## src/rtl/ex_mem_reg.sv

```systemverilog
// EX/MEM pipeline boundary for the r200 RV32I core: valid/ready handshake with a one-entry skid buffer.
// Define EXMEM_FWD_EN to add the fwd_* bypass outputs sourced from the head entry.
module ex_mem_reg (
  input  logic        clk,
  input  logic        rst,
  input  logic        flush,
  input  logic        ex_valid,
  output logic        ex_ready,
  input  logic [31:0] ex_aluout,
  input  logic [31:0] ex_rs2o,
  input  logic [4:0]  ex_rdaddr,
  input  logic        ex_memwr,
  input  logic        ex_regwr,
  input  logic [1:0]  ex_wbsel,
  input  logic [2:0]  ex_func3,
  output logic        mem_valid,
  input  logic        mem_ready,
  output logic [31:0] mem_aluout,
  output logic [31:0] mem_rs2o,
  output logic [4:0]  mem_rdaddr,
  output logic [1:0]  mem_wbsel,
  output logic [2:0]  mem_func3,
  output logic        mem_memwr,
  output logic        mem_regwr
`ifdef EXMEM_FWD_EN
  ,
  output logic        fwd_valid,
  output logic [4:0]  fwd_rdaddr,
  output logic [31:0] fwd_data
`endif
);

  localparam int unsigned XLEN = 32;
  localparam int unsigned RAW  = 5;

  typedef struct packed {
    logic [XLEN-1:0] aluout;
    logic [XLEN-1:0] rs2o;
    logic [RAW-1:0]  rdaddr;
    logic            memwr;
    logic            regwr;
    logic [1:0]      wbsel;
    logic [2:0]      func3;
  } bundle_t;

  typedef enum logic [1:0] {
    EMPTY = 2'd0,
    FULL  = 2'd1,
    SKID  = 2'd2
  } state_t;

  state_t  state_q, state_d;
  bundle_t head_q, head_d;
  bundle_t skid_q, skid_d;
  logic    ex_ready_q, ex_ready_d;
  logic    mem_valid_q, mem_valid_d;

  bundle_t ex_bundle;
  logic    accept;
  logic    consume;

  assign ex_bundle = '{aluout: ex_aluout, rs2o: ex_rs2o, rdaddr: ex_rdaddr,
                       memwr: ex_memwr, regwr: ex_regwr, wbsel: ex_wbsel,
                       func3: ex_func3};

  // Handshake qualifiers use the registered ready/valid so mem_ready never reaches ex_ready.
  assign accept  = ex_valid & ex_ready_q & ~flush;
  assign consume = mem_valid_q & mem_ready;

  // Next-state and entry movement; flush drops both entries but leaves data fields untouched.
  always_comb begin
    state_d     = state_q;
    head_d      = head_q;
    skid_d      = skid_q;
    ex_ready_d  = ex_ready_q;
    mem_valid_d = mem_valid_q;

    if (flush) begin
      state_d = EMPTY;
    end else begin
      unique case (state_q)
        EMPTY: begin
          if (accept) begin
            head_d  = ex_bundle;
            state_d = FULL;
          end
        end
        FULL: begin
          if (accept && consume) begin
            head_d = ex_bundle;
          end else if (consume) begin
            state_d = EMPTY;
          end else if (accept) begin
            skid_d  = ex_bundle;
            state_d = SKID;
          end
        end
        SKID: begin
          if (consume) begin
            head_d  = skid_q;
            state_d = FULL;
          end
        end
        default: state_d = EMPTY;
      endcase
    end

    ex_ready_d  = (state_d != SKID);
    mem_valid_d = (state_d != EMPTY);
  end

  always_ff @(posedge clk) begin
    if (rst) begin
      state_q     <= EMPTY;
      head_q      <= '0;
      skid_q      <= '0;
      ex_ready_q  <= 1'b1;
      mem_valid_q <= 1'b0;
    end else begin
      state_q     <= state_d;
      head_q      <= head_d;
      skid_q      <= skid_d;
      ex_ready_q  <= ex_ready_d;
      mem_valid_q <= mem_valid_d;
    end
  end

  assign ex_ready   = ex_ready_q;
  assign mem_valid  = mem_valid_q;
  assign mem_aluout = head_q.aluout;
  assign mem_rs2o   = head_q.rs2o;
  assign mem_rdaddr = head_q.rdaddr;
  assign mem_wbsel  = head_q.wbsel;
  assign mem_func3  = head_q.func3;

  // Side-effect controls are masked so a stale head can never store or write back.
  assign mem_memwr  = head_q.memwr & mem_valid_q;
  assign mem_regwr  = head_q.regwr & mem_valid_q;

`ifdef EXMEM_FWD_EN
  assign fwd_valid  = mem_valid_q & head_q.regwr & (head_q.rdaddr != RAW'(0));
  assign fwd_rdaddr = head_q.rdaddr;
  assign fwd_data   = head_q.aluout;
`endif

endmodule
```

## config.mk

```make
export PLATFORM = sky130hd
export DESIGN_NAME = ex_mem_reg
export DESIGN_NICKNAME = d
export VERILOG_FILES = /design/src/rtl/ex_mem_reg.sv
export SDC_FILE = /design/constraint.sdc
export NUM_CORES = 1
export LEC_CHECK = 0
export ABC_CLOCK_PERIOD_IN_PS = 4850
export CORE_AREA = 2 2 120 122
export CTS_CLUSTER_SIZE = 10
export DETAILED_ROUTE_END_ITERATION = 10
export DIE_AREA = 0 0 122 124
export GPL_TIMING_DRIVEN = 0
export PLACE_DENSITY = 0.88
export RECOVER_POWER = 100
export SLEW_MARGIN = 40
export SYNTH_ARGS = -nofsm -noshare
export SYNTH_HDL_FRONTEND = slang
export SYNTH_SLANG_ARGS = --single-unit
```

## constraint.sdc

```tcl
create_clock -name clk -period 4.85 [get_ports clk]
set_input_delay 1.455 -clock clk [delete_from_list [all_inputs] [get_ports clk]]
set_output_delay 1.455 -clock clk [all_outputs]
set_load 0.1 [all_outputs]
```

# Yosys cells after proc, flatten, opt, wreduce, memory -nomap -nowiden

Index checks and enable logic that the tools add are counted.

Bits in registers: 156
Input bits: 81
Output and inout bits: 78

Equal/unequal tests: 6
Muxes and demuxes: 11
Bitwise operators: 8
Reductions and logical operators: 6

Operators with widths:

| cell                                                                   | count |
|---|---|
| 76-bit two-way mux                                                     | 3 |
| 76-bit case mux with 3 select lines                                    | 1 |
| 2-bit two-way mux                                                      | 6 |
| 5-bit AND reduction                                                    | 2 |
| 2-bit inequality test (second input constant)                          | 4 |
| 2-bit case mux with 3 select lines                                     | 1 |
| 1-bit AND                                                              | 5 |
| 1-bit NOT                                                              | 3 |
| 3-bit nonzero test                                                     | 1 |
| 2-bit by 1-bit equality test with 1-bit output (second input constant) | 1 |
| 2-bit equality test (second input constant)                            | 1 |
| 2-bit logical NOT                                                      | 1 |
| 2-bit nonzero test                                                     | 1 |
| 1-bit logical AND                                                      | 1 |

# Longest topological paths before layout

Depth in word-level cells: 8
Mapped depth: 7
Mapped depth without buffers: 4

# Worst setup path before layout

No wires, ideal clock.

Path kind: flip-flop to output port
Start: register mem_valid_q (netlist: mem_valid)
End: output port mem_memwr
Arrival: 1.836 ns
Data required time: 3.395 ns
Slack: 1.559 ns
Cell stages (with the launch flop): 2
Cell sequence: dfxtp_1 -> and2_1

Cells in the longest elaborated chain, start to end: 1

RTL lines:

| what                   | RTL line | RTL |
|---|---|---|
| start, declared        | 56       | `logic mem_valid_q, mem_valid_d;` |
| start signal, assigned | 124      | `mem_valid_q <= mem_valid_d;` |
| 1-bit AND              | 137      | `assign mem_memwr = head_q.memwr & mem_valid_q;` |
| end, declared          | 23       | `output logic mem_memwr,` |

Every way passes these cells.

# Final worst setup path

Start: input port ex_valid
End: register head_q (netlist bit mem_aluout[4])

Cells in the longest elaborated chain, start to end: 5
Elaborated cells on any way between the ends: 6

RTL lines:

| what                                     | RTL line | RTL |
|---|---|---|
| start, declared                          | 7        | `input logic ex_valid,` |
| 1-bit AND (*) (2 in a row)               | 67       | `assign accept = ex_valid & ex_ready_q & ~flush;` |
| 1-bit logical AND                        | 89       | `if (accept && consume) begin` |
| 2-bit inequality test (no source line)   | n/a      |  |
| 5-bit AND reduction (no source line) (*) | n/a      |  |
| end signal, assigned                     | 115      | `head_q <= '0;` |
| end signal, assigned                     | 121      | `head_q <= head_d;` |
| end, declared                            | 53       | `bundle_t head_q, head_d;` |

Mark *: on every way between the ends. The rest lies on a longest branch, timed or not.
A chain may end at the register's enable or synchronous reset.

==> metrics.md <==
| Metric | Value |
|---|---|
| Worst hold path depth | 2 |
| Share of cells above drive strength 1 | 13.3% |
| Yosys reg bits | 156 |
| Initial Util | 49.7% |
| Vias in the first global route | 5237 |
| FF-to-FF path depth | 6 |
| Max_cap viols | 0 |
| Die Span Y | 124 um |
| # clock sinks | 156 |
| Final wirelength | 16300 um |
| Reg2reg end | mem_aluout[4] |
| Initial antenna violation count | 2 |
| Most frequent cell on the critical path | clkbuf_1 |
| YS warnings | 0 |
| Clock latency on the worst-skew pair | 430 ps |
| Final setup TNS | 0 ps |
| Fillers | 1180 |
| Ports | 159 |
| Final Cycle Share | 79.0% |
| CTS Buffer Depth | 2 |
| Worst hold path type | reg2reg |
| Worst R2R Setup Slack | 2200 ps |
| Post-CTS Repair Setup Buffers | 0 |
| Clock Skews | 9.32 ps |
| Final Hold Viols | 0 |
| Largest net degree at the start of global routing | 17 |
| Final Critical Period | 3830 ps |
| RR Startpoint | state_q[0] |
| Slew HR | 17.5% |
| Initial DRT Pass Iterations | 5 |
| Maximum level of the CTS H-tree | 4 |
| Layout Nets | 1021 |
| Reg clk slew, reported paths | 60 ps |
| Net count after synthesis | 845 |
| Via-per-instance ratio | 5.04 |
| # hold bufs at CTS | 0 |
| CP endpoint kind | flip-flop |
| Worst slew pin tran | 1240 ps |
| Final Max Tran Viols | 0 |
| First-pass GRT wire length | 25500 um |
| Cell Rows | 43 |
| Post-synthesis cell count | 764 |
| RSZ-0062 raised after global routing | false |
| Buffers and inverters on the worst path | 3 |
| Worst setup path start | ex_valid |
| Final design utilization | 62.9% |
| Seq. cell area | 3120 um2 |
| CP cell instances | dlygate4sd3_1, nand3b_1, a221oi_4, clkbuf_1, clkbuf_1, a211oi_1 |
| Post-route ant nets | 0 |
| Worst path arrival time | 4110 ps |
| Root Driver | clkbuf_16 |
| CTS tree | built |
| Sequential share of the synthesized area | 45.8% |
| DR WL/cell | 14.4 um |
| Status | complete, no violations |
| Peak supply drop | 0.000235 V |
| Hold EP | skid_q[61] |
| Gpl congestion | 0.838 |
| Core ar. | 13700 um2 |
| GRT Total Usage | 21.6% |
| Pleak | 0.00366 uW |
| Syn Area/Cell | 8.93 um2 |
| Commonest non-fill, non-tap cell in the layout | dfxtp_1 |
| Final setup viols | 0 |
| Via count | 5707 |
| Post-synth cell types | 23 |
| Hold_sp | skid_q[61] |
| Cell Area, Synth | 6820 um2 |
| Most frequent cells in the layout | dfxtp_1, nand2_1, clkbuf_1 |
| Layout area overhead | 26.5% |
| Worst endpoint required time | 5130 ps |
| Die Area | 15100 um2 |
| Max stage delay cell, worst path | a221oi_4 |
| CTS Buf Count | 17 |
| Residual DRC | 0 |
| Area of the multi-input gates | 2730 um2 |
| Port bufs | 157 |
| Detail Placement HPWL | 11400 um |
| CP max stage delay | 710 ps |
| Crit path kind | in2reg |
| Drt initial violations | 310 |
| Gr ovfl total | 0 |
| Worst-path fanout max | 10 |
| Critical path's top delay family | buffers and inverters |
| CP startpoint kind | input pin |
| Resize count post-CTS | 0 |
| Die width | 122 um |
| PD cells | 400 nW/um2 |
| Highest clock rate | 0.261 GHz |
## area by class of cell
cell class | instances | area share, %
timing repair buffer | 157 | 12.6
inverter | 1 | 0.0435
multi-input combinational | 474 | 31.6
tap | 180 | 2.61
clock inverter | 7 | 1.30
clock buffer | 22 | 5.73
sequential | 156 | 36.2
antenna | 2 | 0.0580
buffer | 133 | 9.90
## where the power goes
group | leakage [uW] | internal [uW] | switching (uW) | total (uW)
logic | 0.00209 | 199 | 516 | 716
registers | 0.00127 | 1340 | 30.9 | 1370
clock network | 0.000300 | 866 | 501 | 1370
## how the worst max path moves through the flow
stage / end / slack (ps) / cells past startpoint
finish: mem_aluout[4] / 1020 / 6
detailed placement: mem_aluout[20] / 1220 / 6
global placement: mem_aluout[21] / 1220 / 6
CTS: mem_aluout[20] / 1650 / 6
floorplan: mem_memwr / 1560 / 1
global route: mem_rs2o[8] / 810 / 6
## per-stage QoR
stage	hold slack (ps)	cells	instance area (um2)	power, uW	worst slack (ps)
after floorplan	436	764	6820	1970	1560
after global placement	441	1101	8620	2180	1220
after detailed placement	446	1101	8230	2140	1220
after CTS	454	1130	8840	3500	1650
after global routing	468	1132	8630	3570	806
final	452	1132	8630	3450	1020
## worst min-delay path, cell delays in order, from the launching register on
cell and delay, ps:
dfxtp_1 300, nand2_1 50, a21oi_1 50
## logic make-up after synthesis
group | share of synthesized area, %
AO/OA/AOI/OAI | 16.1
flip-flops | 45.8
multiplexers | 11.1
AND/OR/NAND/NOR | 13.7
buffers and inverters | 13.3
## flip-flops by register name, indices dropped and copies added (netlist names)
register,cells
state_q,2
mem_func3,3
mem_valid,1
mem_rdaddr,5
ex_ready,1
mem_aluout,32
mem_wbsel,2
skid_q,76
head_q,2
mem_rs2o,32
## synthesized netlist by cell type, drive strengths merged
| cell | number | area [um2] |
|---|---|---|
| dfxtp | 156 | 3120 |
| nand2 | 155 | 582 |
| buf | 104 | 793 |
| a211oi | 77 | 678 |
| a21oi | 77 | 385 |
| nor2 | 77 | 289 |
| mux2i | 76 | 761 |
| clkbuf | 29 | 109 |
| and2 | 2 | 12.5 |
| a21o | 1 | 7.51 |
| a221oi | 1 | 26.3 |
| and4 | 1 | 8.76 |
| inv | 1 | 3.75 |
| nand2b | 1 | 6.26 |
| nand3 | 1 | 5.00 |
| nand3b | 1 | 7.51 |
| nand4 | 1 | 6.26 |
| nor2b | 1 | 6.26 |
| or2 | 1 | 6.26 |
| or3 | 1 | 6.26 |
## per-layer routing
layer  part of all wire (%)  vias to the layer above  track usage [%]
met5                      0                        -                0
met2                     47                      170             34.7
met1                     45                     2642             27.4
li1                       -                     2868                -
met4                    2.1                        0             8.69
met3                    6.0                       27             5.95
No activity file was read; power rests on OpenSTA's default activity.
